--- src/rtl/morse_pkg.sv ---
// Shared definitions for the Morse transmit back end.
//   Symbol codes presented on sym_code, FSM state encodings, and the
//   number of Morse time units each mark/space phase lasts.
package morse_pkg;

    typedef enum logic [1:0] {
        SYM_DOT  = 2'b00,
        SYM_DASH = 2'b01,
        SYM_LGAP = 2'b10,
        SYM_WGAP = 2'b11
    } sym_code_t;

    typedef enum logic [1:0] {
        ST_IDLE  = 2'b00,
        ST_MARK  = 2'b01,
        ST_SPACE = 2'b10
    } state_t;

    localparam logic [2:0] DOT_U      = 3'd1;
    localparam logic [2:0] DASH_U     = 3'd3;
    localparam logic [2:0] ELEM_GAP_U = 3'd1;
    // Gap codes follow an element that already left one unit of spacing,
    // so 2 and 6 units make the usual totals of 3 and 7.
    localparam logic [2:0] LGAP_U     = 3'd2;
    localparam logic [2:0] WGAP_U     = 3'd6;

    // Key-down length of a symbol, in units (only dot/dash have a mark).
    function automatic logic [2:0] mark_units(input sym_code_t code);
        return (code == SYM_DASH) ? DASH_U : DOT_U;
    endfunction

    // Key-up length that closes a symbol, in units.
    function automatic logic [2:0] space_units(input sym_code_t code);
        logic [2:0] units;
        case (code)
            SYM_LGAP: units = LGAP_U;
            SYM_WGAP: units = WGAP_U;
            default:  units = ELEM_GAP_U;
        endcase
        return units;
    endfunction

    function automatic logic is_element(input sym_code_t code);
        return (code == SYM_DOT) || (code == SYM_DASH);
    endfunction

endpackage

--- src/rtl/morse_unit_timer.sv ---
// Morse unit timer: divides clk down to one tick per Morse time unit.
//   clk     in  system clock
//   clrn    in  asynchronous active-low reset
//   restart in  clear the cycle count so the next unit starts fresh
//   tick    out high in the last cycle of each unit (every cycle when UNIT_CYCLES=1)
module morse_unit_timer
    import morse_pkg::*;
#(
    parameter int UNIT_CYCLES = 4,
    parameter int CNT_W       = 26
) (
    input  logic clk,
    input  logic clrn,
    input  logic restart,
    output logic tick
);

    localparam logic [CNT_W-1:0] LAST = CNT_W'(UNIT_CYCLES - 1);

    logic [CNT_W-1:0] cyc;

    // NOTE: sequential state uses non-blocking (<=) so every register
    // samples pre-edge values; blocking here would create ordering races.
    always_ff @(posedge clk or negedge clrn) begin
        if (!clrn) begin
            cyc <= '0;
        end else if (restart || cyc == LAST) begin
            cyc <= '0;
        end else begin
            cyc <= cyc + CNT_W'(1);
        end
    end

    assign tick = (cyc == LAST);

endmodule

--- src/rtl/morse_symbol_keyer.sv ---
// Morse symbol keyer: turns accepted dot/dash/letter-gap/word-gap requests
// into a timed key level (mark then space), one symbol at a time.
//   clk        in  system clock
//   clrn       in  asynchronous active-low reset (drops key_out immediately)
//   sym_valid  in  symbol request
//   sym_code   in  00 dot, 01 dash, 10 letter gap, 11 word gap
//   sym_ready  out high while idle; a request is taken when valid && ready
//   key_out    out registered key level, 1 = tone/LED on
//   busy       out a symbol is in progress
//   done       out one-cycle pulse in the idle cycle after a symbol completes
module morse_symbol_keyer
    import morse_pkg::*;
#(
    parameter int UNIT_CYCLES = 4,
    parameter int CNT_W       = 26
) (
    input  logic       clk,
    input  logic       clrn,
    input  logic       sym_valid,
    input  logic [1:0] sym_code,
    output logic       sym_ready,
    output logic       key_out,
    output logic       busy,
    output logic       done
);

    state_t     state_q, state_d;
    sym_code_t  code_q, code_d;
    logic [2:0] units_q, units_d;
    logic       key_d;
    logic       done_d;
    logic       restart;
    logic       tick;

    morse_unit_timer #(
        .UNIT_CYCLES(UNIT_CYCLES),
        .CNT_W      (CNT_W)
    ) u_timer (
        .clk    (clk),
        .clrn   (clrn),
        .restart(restart),
        .tick   (tick)
    );

    // NOTE: every control register, key level included, sits on the async
    // reset so a reset mid-mark silences the key without waiting for clk.
    always_ff @(posedge clk or negedge clrn) begin
        if (!clrn) begin
            state_q <= ST_IDLE;
            code_q  <= SYM_DOT;
            units_q <= '0;
            key_out <= 1'b0;
            done    <= 1'b0;
        end else begin
            state_q <= state_d;
            code_q  <= code_d;
            units_q <= units_d;
            key_out <= key_d;
            done    <= done_d;
        end
    end

    // The timer is held clear while idle and restarted on every phase
    // change, so each phase begins on a whole unit boundary.
    always_comb begin
        // NOTE: defaults first so every path assigns every output and no
        // latch is inferred.
        state_d = state_q;
        code_d  = code_q;
        units_d = units_q;
        key_d   = key_out;
        done_d  = 1'b0;
        restart = 1'b0;

        case (state_q)
            ST_IDLE: begin
                restart = 1'b1;
                key_d   = 1'b0;
                if (sym_valid) begin
                    code_d = sym_code_t'(sym_code);
                    if (is_element(sym_code_t'(sym_code))) begin
                        state_d = ST_MARK;
                        key_d   = 1'b1;
                        units_d = mark_units(sym_code_t'(sym_code));
                    end else begin
                        state_d = ST_SPACE;
                        units_d = space_units(sym_code_t'(sym_code));
                    end
                end
            end
            ST_MARK: begin
                if (tick) begin
                    if (units_q == 3'd1) begin
                        state_d = ST_SPACE;
                        key_d   = 1'b0;
                        units_d = space_units(code_q);
                        restart = 1'b1;
                    end else begin
                        units_d = units_q - 3'd1;
                    end
                end
            end
            ST_SPACE: begin
                if (tick) begin
                    if (units_q == 3'd1) begin
                        state_d = ST_IDLE;
                        done_d  = 1'b1;
                        restart = 1'b1;
                    end else begin
                        units_d = units_q - 3'd1;
                    end
                end
            end
            default: begin
                state_d = ST_IDLE;
                key_d   = 1'b0;
                restart = 1'b1;
            end
        endcase
    end

    assign sym_ready = (state_q == ST_IDLE);
    assign busy      = (state_q != ST_IDLE);

endmodule

--- config.mk ---
export PLATFORM = sky130hd
export DESIGN_NAME = morse_symbol_keyer
export DESIGN_NICKNAME = d
export VERILOG_FILES = /design/src/rtl/morse_pkg.sv /design/src/rtl/morse_unit_timer.sv /design/src/rtl/morse_symbol_keyer.sv
export SDC_FILE = /design/constraint.sdc
export NUM_CORES = 1
export LEC_CHECK = 0
export ABC_AREA = 1
export BUFFER_PORTS_ARGS = -buffer_cell sky130_fd_sc_hd__buf_4
export CAP_MARGIN = 20
export CORE_MARGIN = 2
export CORE_UTILIZATION = 38
export DETAILED_ROUTE_END_ITERATION = 8
export PLACE_DENSITY = 0.61
export SETUP_SLACK_MARGIN = 0.05
export SLEW_MARGIN = 20
export SYNTH_ARGS = -nofsm -noshare
export SYNTH_HDL_FRONTEND = slang
export SYNTH_SLANG_ARGS = --single-unit
--- constraint.sdc ---
create_clock -name clk -period 2.35 [get_ports clk]
set_input_delay 0.235 -clock clk [delete_from_list [all_inputs] [get_ports clk]]
set_output_delay 0.235 -clock clk [all_outputs]
set_load 0.05 [all_outputs]
==> impl_metrics.tcl <==
set metrics [dict create \
    outcome "complete, no violations" \
    hold_viol 0 \
    p_leak_nw 1.266 \
    dpl.hpwl_um 3509 \
    clockBufferDepth 2 \
    cts_tree "built" \
    report.final.slew_viol_count 0 \
    grtUsageTotal_pct 15.86 \
    min_path_type "input pin to register" \
    yosysSeqAreaShare_pct 38.02 \
    rr_worst_depth 6 \
    drt_iter0_drc 87 \
    routedWlPerCell_um 11.69 \
    finalWeightedCongestion 0.8729 \
    power_mw 2.125 \
    place_area_mm2 0.002435 \
    dp_cells 381 \
    cts_setup_buffers 0 \
    relSlewSlack_pct 69.33 \
    crit_arrival_ns 1.73 \
    ff2ff_setup_slack_ns 0.77 \
    die_y_um 81.86 \
    grt_pass1_wl_um 8224 \
    grt_max_degree 36 \
    vias 1830 \
    finClkSkew_ns 0.01024 \
    setup_violations 0 \
    clock-sinks 35 \
    final_cell_area_mm2 0.002526 \
    yosysTopAreaCellShare_pct 38.02 \
    via_per_inst 4.692 \
    netlist_instances 301 \
    hold_buffers 1 \
    fin_util_pct 42.92 \
    dr.pass1.iters 4 \
    power_density_mw_per_mm2 841.2 \
    dieArea_mm2 0.006700 \
    drc_errors 0 \
    dieWidth_um 81.86 \
    final_antenna_net_count 0 \
    start_util_pct 39.14 \
    clock_latency_ns 0.29 \
    layout_commonest_cell "nand2_1" \
    irDropWorstVdd_v 0.0004227 \
    cts-root-buf "clkbuf_8" \
    mostFrequentLayoutCells "60 x nand2_1, 53 x nor2_1, 42 x inv_1" \
    rsz0062_at_grt "no" \
    ys_warn_count 0 \
    fin_crit_sh_pct 67.15 \
    cts-buffers-inserted 5 \
    max_freq_mhz 633.7 \
    syn_nets 313 \
    yosysUniqueCellTypes 30 \
    rows 28 \
    finalNetCount 326 \
    layout-drive-gt1-share_pct 16.19 \
    crit_fanout 25 \
    gr-total-overflow 0 \
    synthTopCellsByArea "dfrtp_1 38%, nand2_1 9.8%, nor2_1 8.6%, inv_1 6.8%, nor3_1 3.9%" \
    min_period_ns 1.578 \
    worstSetupPathType "register to register" \
    whs_path_depth 2 \
    worstSetupEndpointType "register" \
    n_antenna_cell 0 \
    grt_pass1_vias 1845 \
    htreeDepth 2 \
    tightest_slew_ns 0.4600 \
    yosys.area.top_type "dfrtp_1" \
    synth_area_mm2 0.002303 \
    required_ns 2.50 \
    synth.avg_cell_area_um2 7.653 \
    post_cts_resized 0 \
    ys_ff_latch 35 \
    drt-total-wl_um 4560 \
    setup-tns-final_ns 0 \
    final_cell_count_no_fill 390 \
    area_growth_pct 9.669 \
    cap_violations 0 \
    path_clk_slew_ns 0.07 \
    io_buffers 8 \
    core_area_mm2 0.005886 \
    cp-start-kind "register" \
    antenna_found_initial 0 \
    num_io_pins 9 \
]
critical path, cell delays in order (launching register included):
cell     delay (ns)
dfrtp_1        0.39
ha_1           0.20
nand3_1        0.11
nor3_1         0.18
nand2_1        0.16
nand2_4        0.29
nor3_1         0.11
kinds of logic after synthesis:
| family | Yosys count | share of synthesized area, % |
|---|---|---|
| AO/OA/AOI/OAI | 19 | 4.834 |
| XOR/XNOR | 7 | 2.662 |
| flip-flops | 35 | 38.02 |
| buffers and inverters | 48 | 8.311 |
| adder cells (fa/ha/maj) | 7 | 3.802 |
| AND/OR/NAND/NOR | 184 | 41.88 |
| multiplexers | 1 | 0.4888 |
cell usage after synthesis, drive strengths merged:
| cell type | n |
|---|---|
| xor2 | 4 |
| nor2 | 65 |
| clkbuf | 1 |
| ha | 7 |
| nor3b | 5 |
| nand4 | 4 |
| mux2 | 1 |
| nor3 | 21 |
| o21bai | 2 |
| o21ai | 5 |
| inv | 45 |
| a211oi | 1 |
| dfrtp | 35 |
| nand2 | 68 |
| xnor2 | 3 |
| a21oi | 9 |
| or2 | 1 |
| o211ai | 1 |
| buf | 2 |
| nand3 | 20 |
| a31oi | 1 |
path summary, 6_finish.rpt:
| kind | from | end |
|---|---|---|
| worst max-delay path | u_timer.cyc[0] | u_timer.cyc[6] |
| worst min-delay path | sym_code[0] | code_q[0] |
| worst max register to register | u_timer.cyc[0] | u_timer.cyc[6] |
| worst min register to register | units_q[1] | units_q[1] |
| max in group asynchronous | clrn | u_timer.cyc[25] |
| min in group asynchronous | clrn | u_timer.cyc[3] |
routing by layer:
layer	track usage, %	up-vias	part of all wire [%]	wire length [µm]
met1	21.26	838	51	2320
li1	-	973	-	-
met3	3.297	5	2.2	102
met2	25.12	14	46	2085
met4	6.000	0	1.1	51
met5	0	-	0	0
registers in the layout (all words and copies together), names as in the netlist:
| register | flops |
|---|---|
| done | 1 |
| units_q | 3 |
| state_q | 2 |
| code_q | 2 |
| key_out | 1 |
| u_timer.cyc | 26 |
power by group:
part | total (mW) | internal (mW) | switching, mW
Combinational | 0.969 | 0.307 | 0.662
Clock | 0.418 | 0.208 | 0.210
Sequential | 0.738 | 0.683 | 0.0546
Total | 2.12 | 1.20 | 0.927
cell type report:
type	count	area [µm²]
Fill cell	605	3359
Multi-Input combinational cell	218	1236
Sequential cell	35	875.8
Inverter	45	168.9
Tap cell	75	93.84
Clock buffer	7	76.32
Timing Repair Buffer	9	70.07
Clock inverter	1	5.005
through the flow:
stage	hold WS [ns]	setup WS, ns
CTS	0.2026	0.7248
finish	0.2050	0.7720
detailed placement	0.2200	0.7326
floorplan	-0.06059	0.3199
global placement	0.2195	0.7771
global route	0.2057	0.5830
No activity file was read; power rests on OpenSTA's default activity.
